**config.mk**
```make
export PLATFORM = sky130hd
export DESIGN_NAME = alu_pipe_flat
export DESIGN_NICKNAME = d
export VERILOG_FILES = /design/src/rtl/alu_pipe_pkg.sv /design/src/rtl/alu_pipe_if.sv /design/src/rtl/alu_pipe_mul_seq.sv /design/src/rtl/alu_pipe.sv /design/src/flat_wrapper.sv
export SDC_FILE = /design/constraint.sdc
export NUM_CORES = 1
export LEC_CHECK = 0
export ABC_CLOCK_PERIOD_IN_PS = 2800
export BUFFER_PORTS_ARGS = -buffer_cell sky130_fd_sc_hd__buf_2
export CAP_MARGIN = 10
export CELL_PAD_IN_SITES_DETAIL_PLACEMENT = 1
export CELL_PAD_IN_SITES_GLOBAL_PLACEMENT = 2
export CORE_MARGIN = 8
export CORE_UTILIZATION = 30
export CTS_CLUSTER_SIZE = 12
export DETAILED_ROUTE_END_ITERATION = 8
export HOLD_SLACK_MARGIN = 0.03
export PLACE_DENSITY_LB_ADDON = 0.05
export SETUP_SLACK_MARGIN = 0.1
export SLEW_MARGIN = 40
export SYNTH_ARGS = -nofsm -noshare
export SYNTH_HDL_FRONTEND = slang
export SYNTH_SLANG_ARGS = --single-unit
```
**constraint.sdc**
```tcl
create_clock -name clk -period 2.8 [get_ports clk]
set_clock_uncertainty 0.1 [all_clocks]
set_input_delay 0.56 -clock clk [delete_from_list [all_inputs] [get_ports clk]]
set_output_delay 0.56 -clock clk [all_outputs]
set_load 0.02 [all_outputs]
```
**src/rtl/alu_pipe_pkg.sv**
```systemverilog
// alu_pkg: opcode, FSM state and flag types shared by alu_pipe and its bench
package alu_pkg;
   typedef enum logic [2:0] {
      ALU_ADD, ALU_SUB, ALU_AND, ALU_OR, ALU_XOR, ALU_MUL, ALU_SHL, ALU_SHR
   } alu_op_e;
   typedef enum logic [1:0] {IDLE, MUL, DONE} alu_state_e;
   typedef struct packed {
      logic zero;
      logic carry_out;
      logic overflow;
   } alu_flags_t;
endpackage

```
**src/rtl/alu_pipe_if.sv**
```systemverilog
// alu_pipe_if: operand/result handshake bundle between producer, alu_pipe and consumer
interface alu_pipe_if #(parameter int WIDTH = 8);
   logic             in_valid;
   logic             in_ready;
   logic [WIDTH-1:0] a;
   logic [WIDTH-1:0] b;
   logic [2:0]       op;
   logic             out_valid;
   logic             out_ready;
   logic [WIDTH-1:0] result;
   logic             zero;
   logic             carry_out;
   logic             overflow;
   logic             busy;
   modport master (
      output in_valid, a, b, op, out_ready,
      input  in_ready, out_valid, result, zero, carry_out, overflow, busy
   );
   modport slave (
      input  in_valid, a, b, op, out_ready,
      output in_ready, out_valid, result, zero, carry_out, overflow, busy
   );
endinterface

```
**src/rtl/alu_pipe_mul_seq.sv**
```systemverilog
// alu_mul_seq: iterative shift-add multiplier, one partial product per cycle
module alu_mul_seq #(parameter int WIDTH = 8) (
   input  logic                 clk,
   input  logic                 rst,
   input  logic                 start,
   input  logic [WIDTH-1:0]     a,
   input  logic [WIDTH-1:0]     b,
   output logic                 done,
   output logic [2*WIDTH-1:0]   product
);
   localparam int CW = $clog2(WIDTH) + 1;
   logic [2*WIDTH-1:0] acc, mcand;
   logic [WIDTH-1:0]   mplier;
   logic [CW-1:0]      cnt;
   // product is the accumulator after the current step, so the final step is captured directly
   assign product = acc + (mplier[0] ? mcand : '0);
   assign done = cnt == CW'(1);
   // latch operands on start, then add-and-shift once per cycle until the counter empties
   always_ff @(posedge clk or posedge rst)
      if (rst) begin
         acc <= '0;
         mcand <= '0;
         mplier <= '0;
         cnt <= '0;
      end else if (start) begin
         acc <= '0;
         mcand <= {{WIDTH{1'b0}}, a};
         mplier <= b;
         cnt <= CW'(WIDTH);
      end else if (cnt != '0) begin
         acc <= product;
         mcand <= mcand << 1;
         mplier <= mplier >> 1;
         cnt <= cnt - CW'(1);
      end
endmodule

```
**src/rtl/alu_pipe.sv**
```systemverilog
// alu_pipe: registered handshaked ALU with sequential multiplier; ALU_PIPE_SAT_EN enables ADD/SUB saturation
module alu_pipe import alu_pkg::*; #(parameter int WIDTH = 8) (
   input logic       clk,
   input logic       rst,
   alu_pipe_if.slave bus
);
   localparam int SHW = $clog2(WIDTH);
   localparam int M = WIDTH - 1;
   alu_state_e         state, state_n;
   alu_flags_t         flags, alu_f;
   logic [WIDTH-1:0]   result, alu_res, raw;
   logic [WIDTH:0]     sum, shl, shr;
   logic [2*WIDTH-1:0] product;
   logic [SHW-1:0]     sh;
   logic               sub, arith, accept, is_mul, mul_done;
   assign is_mul = bus.op == ALU_MUL;
   assign accept = bus.in_valid && bus.in_ready;
   assign bus.in_ready = !rst && (state == IDLE || (state == DONE && bus.out_ready));
   assign bus.out_valid = state == DONE;
   assign bus.busy = state == MUL;
   assign bus.result = result;
   assign bus.zero = flags.zero;
   assign bus.carry_out = flags.carry_out;
   assign bus.overflow = flags.overflow;
   alu_mul_seq #(.WIDTH(WIDTH)) u_mul (
      .clk(clk), .rst(rst), .start(accept && is_mul), .a(bus.a), .b(bus.b),
      .done(mul_done), .product(product)
   );
   // single-cycle datapath; shifts are widened by one bit so the shifted-out bit falls out for free
   always_comb begin
      sub = bus.op == ALU_SUB;
      arith = bus.op == ALU_ADD || sub;
      sh = bus.b[SHW-1:0];
      sum = {1'b0, bus.a} + {1'b0, sub ? ~bus.b : bus.b} + {{WIDTH{1'b0}}, sub};
      shl = {1'b0, bus.a} << sh;
      shr = {bus.a, 1'b0} >> sh;
      raw = arith ? sum[M:0] :
            bus.op == ALU_AND ? bus.a & bus.b :
            bus.op == ALU_OR  ? bus.a | bus.b :
            bus.op == ALU_XOR ? bus.a ^ bus.b :
            bus.op == ALU_SHL ? shl[M:0] : shr[WIDTH:1];
      alu_f.overflow = arith && (bus.a[M] ^ bus.b[M] ^ !sub) && (bus.a[M] ^ sum[M]);
      alu_f.carry_out = arith ? sum[WIDTH] : bus.op == ALU_SHL ? shl[WIDTH] : bus.op == ALU_SHR && shr[0];
`ifdef ALU_PIPE_SAT_EN
      alu_res = alu_f.overflow ? {bus.a[M], {M{!bus.a[M]}}} : raw;
`else
      alu_res = raw;
`endif
      alu_f.zero = alu_res == '0;
   end
   // state register
   always_ff @(posedge clk or posedge rst)
      if (rst) state <= IDLE;
      else state <= state_n;
   // next state: accept from IDLE or a draining DONE, multiply until the sequencer finishes
   always_comb begin
      state_n = state;
      if (accept) state_n = is_mul ? MUL : DONE;
      else if (state == MUL && mul_done) state_n = DONE;
      else if (state == DONE && bus.out_ready) state_n = IDLE;
   end
   // result/flag stage: single-cycle ops load on accept, multiplies on their last step
   always_ff @(posedge clk or posedge rst)
      if (rst) begin
         result <= '0;
         flags <= '0;
      end else if (accept && !is_mul) begin
         result <= alu_res;
         flags <= alu_f;
      end else if (state == MUL && mul_done) begin
         result <= product[M:0];
         flags <= {product[M:0] == '0, |product[2*WIDTH-1:WIDTH], 1'b0};
      end
endmodule

```
**src/flat_wrapper.sv**
```systemverilog
// flat-port wrapper written by rule: the top's interface ports become plain ports
module alu_pipe_flat import alu_pkg::*;
#(parameter int WIDTH = 8)
  (clk, rst, bus_in_valid, bus_a, bus_b, bus_op, bus_out_ready, bus_in_ready, bus_out_valid, bus_result, bus_zero, bus_carry_out, bus_overflow, bus_busy);
  alu_pipe_if #(.WIDTH(WIDTH)) bus_i ();
  input logic clk;
  input logic rst;
  input wire logic [$bits(bus_i.in_valid)-1:0] bus_in_valid;
  input wire logic [$bits(bus_i.a)-1:0] bus_a;
  input wire logic [$bits(bus_i.b)-1:0] bus_b;
  input wire logic [$bits(bus_i.op)-1:0] bus_op;
  input wire logic [$bits(bus_i.out_ready)-1:0] bus_out_ready;
  output wire logic [$bits(bus_i.in_ready)-1:0] bus_in_ready;
  output wire logic [$bits(bus_i.out_valid)-1:0] bus_out_valid;
  output wire logic [$bits(bus_i.result)-1:0] bus_result;
  output wire logic [$bits(bus_i.zero)-1:0] bus_zero;
  output wire logic [$bits(bus_i.carry_out)-1:0] bus_carry_out;
  output wire logic [$bits(bus_i.overflow)-1:0] bus_overflow;
  output wire logic [$bits(bus_i.busy)-1:0] bus_busy;
  assign bus_i.in_valid = bus_in_valid;
  assign bus_i.a = bus_a;
  assign bus_i.b = bus_b;
  assign bus_i.op = bus_op;
  assign bus_i.out_ready = bus_out_ready;
  assign bus_in_ready = bus_i.in_ready;
  assign bus_out_valid = bus_i.out_valid;
  assign bus_result = bus_i.result;
  assign bus_zero = bus_i.zero;
  assign bus_carry_out = bus_i.carry_out;
  assign bus_overflow = bus_i.overflow;
  assign bus_busy = bus_i.busy;
  alu_pipe #(.WIDTH(WIDTH)) u_core (.clk(clk), .rst(rst), .bus(bus_i));
endmodule
```
==> reports/qor_table.md <==
| Metric | Reported | Unit |
| --- | --- | --- |
| I/O pin count | 37 | - |
| Number of cells in the design after placement | 904 | - |
| Antenna violations before repair | 0 | - |
| Clock-pin slew on the worst setup and hold paths | 0.05 | ns |
| Buf+Inv Stages, Crit Path | 1 | - |
| Clock latency on the worst-skew pair | 0.33 | ns |
| Hold-fix buffer count after cts | 0 | - |
| Min-delay worst type | in2async | - |
| Cell Rows | 47 | - |
| Prevailing post-synth register cell | sky130_fd_sc_hd__dfrtp_1 | - |
| DRC marker count from the first detailed-route iteration | 306 | - |
| TritonCTS Buffers | 9 | - |
| Placer's final routability congestion estimate | 0.864 | - |
| Initial Utilization | 30.4 | % |
| Category of the worst setup path capture point | register | - |
| Static Leakage | 2.99 | nW |
| Slowest cell on the critical path | sky130_fd_sc_hd__or3b_4 | - |
| Syn_area_per_cell | 8.25 | um^2 |
| Yosys warnings | 0 | - |
| Fin cells | 930 | - |
| Outcome | finished with violations | - |
| Top Family by Delay on Critical Path | compound AO/OA/AOI/OAI gates | - |
| Required time of the worst setup path | 2.96 | ns |
| CTS H-Tree Depth | 3 | - |
| Cell accounting for the most synthesized area | sky130_fd_sc_hd__dfrtp_1 | - |
| CP arrival | 3.04 | ns |
| Stage delay of the slowest cell on the critical path | 0.47 | ns |
| Cell area after synthesis | 4990 | um^2 |
| Time the final worst path needs with I/O delays and setup | 2.88 | ns |
| Area delta synth->final | 34.6 | % |
| Critical Path Fanout Max | 4 | - |
| Syn nets | 674 | - |
| Max transition margin | 59.7 | % |
| Largest cells by area after synthesis | sky130_fd_sc_hd__dfrtp_1 29%, sky130_fd_sc_hd__ha_1 11%, sky130_fd_sc_hd__nand2_1 7.5% | - |
| Achievable clock frequency | 348 | MHz |
| Antenna cells | 0 | - |
| Worst reg2reg path startpoint | u_core.u_mul.mplier[0]$_DFFE_PP0P_ | - |
| Post-route antenna net violation count | 0 | - |
| Core footprint | 16400 | um^2 |
| Cell chain of the critical path | buf_6, or3b_4, xnor2_4, fa_2, a211oi_2, o21bai_1, a21oi_2, xnor2_1, a221oi_1, o22ai_1, nand4b_1, a21oi_1 | - |
| Sequential cell area in the final layout | 1430 | um^2 |
| Async set-reset flop share out of synthesis | 100 | % |
| Die area | 21000 | um^2 |
| Pin count of the biggest net entering global routing | 58 | - |
| Final number of max-transition violations | 0 | - |
| Vias in the first global route | 5303 | - |
| Commonest non-fill, non-tap cells in the layout | 97 x sky130_fd_sc_hd__nand2_1, 84 x sky130_fd_sc_hd__buf_4, 57 x sky130_fd_sc_hd__dfrtp_1 | - |
| Max-cap viol count | 0 | - |
| Post-DP HPWL | 14300 | um |
| Clock tree from TritonCTS | yes | - |
| Global-route usage over all layers | 18.0 | % |
| Count of flip-flops with a built-in enable after synthesis | 0 | - |
| Post-route clock period utilization | 103 | % |
| Worst setup startpoint | bus_op[2] | - |
| Vias per cell | 5.37 | - |
| Critical path startpoint category | primary input | - |
| Final setup fails | 3 | - |
| Share of final-layout standard cells stronger than drive strength 1 | 30.8 | % |
| Critical path class | in2reg | - |
| Multi-input logic area | 3660 | um^2 |
| Number of iterations in the first detailed-routing pass | 5 | - |
| Die outline width | 145 | um |
| Number of distinct library cells after synthesis | 68 | - |
| PD cells | 709 | nW/um^2 |
| Transition time at the pin with the least slew margin | 0.603 | ns |
| Number of buffer cells added on primary ports | 36 | - |
| Drc violations | 0 | - |
| Setup repair after global routing missed its margin | yes | - |
| Violations in the final reports | negative setup slack | - |
| Area fraction of the dominant cell type after synthesis | 28.6 | % |
| Most frequent standard cell in the layout excluding fill and tap cells | sky130_fd_sc_hd__nand2_1 | - |
| Synth Instances | 605 | - |
| Average wire per standard cell | 20.4 | um |
| Number of filler cells placed in the layout | 1948 | - |
| Hold Vio Cnt, Final | 0 | - |
| Register bit total from synthesis | 57 | - |
| Total via count after detailed routing | 4998 | - |
| CTS root buffer | sky130_fd_sc_hd__clkbuf_16 | - |
| DRT Wirelength | 19000 | um |
| Smallest setup slack after layout | -0.0775 | ns |
| Vertical die dimension | 145 | um |
| Final Net Count | 774 | - |
| Final sum of negative setup slack | -0.128 | ns |
| Residual overflow from global routing | 0 | - |
| Clock sinks | 57 | - |
| Buffer levels on the longest clock path | 2 | - |
| Portion of the post-synthesis area used by sequential elements | 28.6 | % |
| Global-route wire length before repair | 30400 | um |
| Max IR drop VDD | 0.331 | mV |
==> cells by family (layout without fill, tap and decap cells) <==
group	count (synthesis)	count (layout)	share of synthesized area (%)
AOI/OAI and AO/OA	169	169	22.6
buffers and inverters	67	172	5.61
muxes	19	19	6.14
xor gates and xnor gates	31	31	5.44
DFF	57	57	28.6
adders and majority gates	46	46	11.8
and+or+nand+nor	216	216	19.8
==> sequential cells by signal (all words and copies together), names as in the netlist <==
register	count
u_core.bus.carry_out	1
u_core.bus.overflow	1
u_core.bus.result	8
u_core.bus.zero	1
u_core.state	2
u_core.u_mul.acc	16
u_core.u_mul.cnt	4
u_core.u_mul.mcand	16
u_core.u_mul.mplier	8
==> final timing paths <==
| kind | cells past startpoint | endpoint | slack, ns |
|---|---|---|---|
| worst max-delay path | 12 | u_core.bus.zero$_DFFE_PP0P_ | -0.08 |
| worst min-delay path | 3 | u_core.state[1]$_DFFE_PP0P_ | 0.25 |
| worst max register to register | 11 | u_core.bus.carry_out$_DFFE_PP0P_ | -0.03 |
| worst min register to register | 2 | u_core.bus.result[2]$_DFFE_PP0P_ | 0.40 |
| max in group asynchronous | 3 | u_core.u_mul.mcand[6]$_DFFE_PP0P_ | 1.92 |
| min in group clk | 2 | u_core.bus.result[2]$_DFFE_PP0P_ | 0.40 |
==> area by class of cell <==
cell class / count / share of cell area, %
Multi-Input combinational cell: 481 / 54.5
Clock inverter: 5 / 1.15
Sequential cell: 57 / 21.2
Tap cell: 220 / 4.10
Clock buffer: 11 / 3.76
Timing Repair Buffer: 126 / 13.6
Inverter: 30 / 1.68
==> routing by layer <==
metal	track usage, %	part of all wire [%]	wire length [um]	vias up
li1	-	-	-	2367
met1	25.8	50	9520	2518
met2	27.4	45	8530	98
met3	3.11	3.6	679	15
met4	4.42	1.2	231	0
met5	0	0	0	-
==> report_power, final <==
| part | internal, mW | switching, mW | total, mW |
|---|---|---|---|
| registers | 1.12 | 0.233 | 1.35 |
| logic | 0.948 | 1.23 | 2.18 |
| clock network | 0.824 | 0.406 | 1.23 |
==> repair_timing <==
| item | 4_1_cts | 5_1_grt |
|---|---|---|
| buffers inserted | 6 | 5 |
| endpoints found under the setup margin | 12 | 13 |
| gates resized for setup | 33 | 26 |
| gates cloned | 0 | 0 |
| pin swaps | 22 | 23 |
==> cell usage after synthesis (6+ instances only) <==
master,instances
sky130_fd_sc_hd__xnor2_1,25
sky130_fd_sc_hd__a211oi_1,8
sky130_fd_sc_hd__ha_1,44
sky130_fd_sc_hd__nor2_1,48
sky130_fd_sc_hd__a31oi_1,24
sky130_fd_sc_hd__xor2_1,6
sky130_fd_sc_hd__clkbuf_1,27
sky130_fd_sc_hd__mux4_2,9
sky130_fd_sc_hd__a21oi_1,54
sky130_fd_sc_hd__nand3_1,11
sky130_fd_sc_hd__nand2_1,100
sky130_fd_sc_hd__nor2b_1,6
sky130_fd_sc_hd__o22ai_1,7
sky130_fd_sc_hd__and2_1,17
sky130_fd_sc_hd__o21ai_0,21
sky130_fd_sc_hd__dfrtp_1,57
sky130_fd_sc_hd__inv_1,29
sky130_fd_sc_hd__nor3_1,7
sky130_fd_sc_hd__mux2i_1,7
==> worst reg2reg max path, stage by stage (launching register included) <==
cell,delay [ns]
sky130_fd_sc_hd__dfrtp_1,0.41
sky130_fd_sc_hd__and2_4,0.18
sky130_fd_sc_hd__ha_4,0.17
sky130_fd_sc_hd__fa_2,0.37
sky130_fd_sc_hd__a211oi_4,0.26
sky130_fd_sc_hd__o21ai_2,0.12
sky130_fd_sc_hd__buf_4,0.16
sky130_fd_sc_hd__a31oi_1,0.21
sky130_fd_sc_hd__xnor2_1,0.13
sky130_fd_sc_hd__a211o_1,0.29
sky130_fd_sc_hd__nor4_2,0.19
sky130_fd_sc_hd__a31oi_1,0.11
==> stage by stage <==
stage | util [%] | hold slack (ns) | power [mW] | worst slack (ns) | cell area, um^2
finish | 41.0 | 0.255 | 4.77 | -0.0775 | 6720
global route | 41.0 | 0.323 | 5.10 | -0.273 | 6720
CTS | 39.8 | 0.389 | 4.72 | -0.0638 | 6540
detailed placement | 36.3 | 0.383 | 3.33 | -0.483 | 5950
global placement | 36.3 | 0.370 | 3.27 | -0.439 | 5950
floorplan | - | 0.369 | 2.57 | -0.195 | 5030
(Power assumes the default switching activity.)
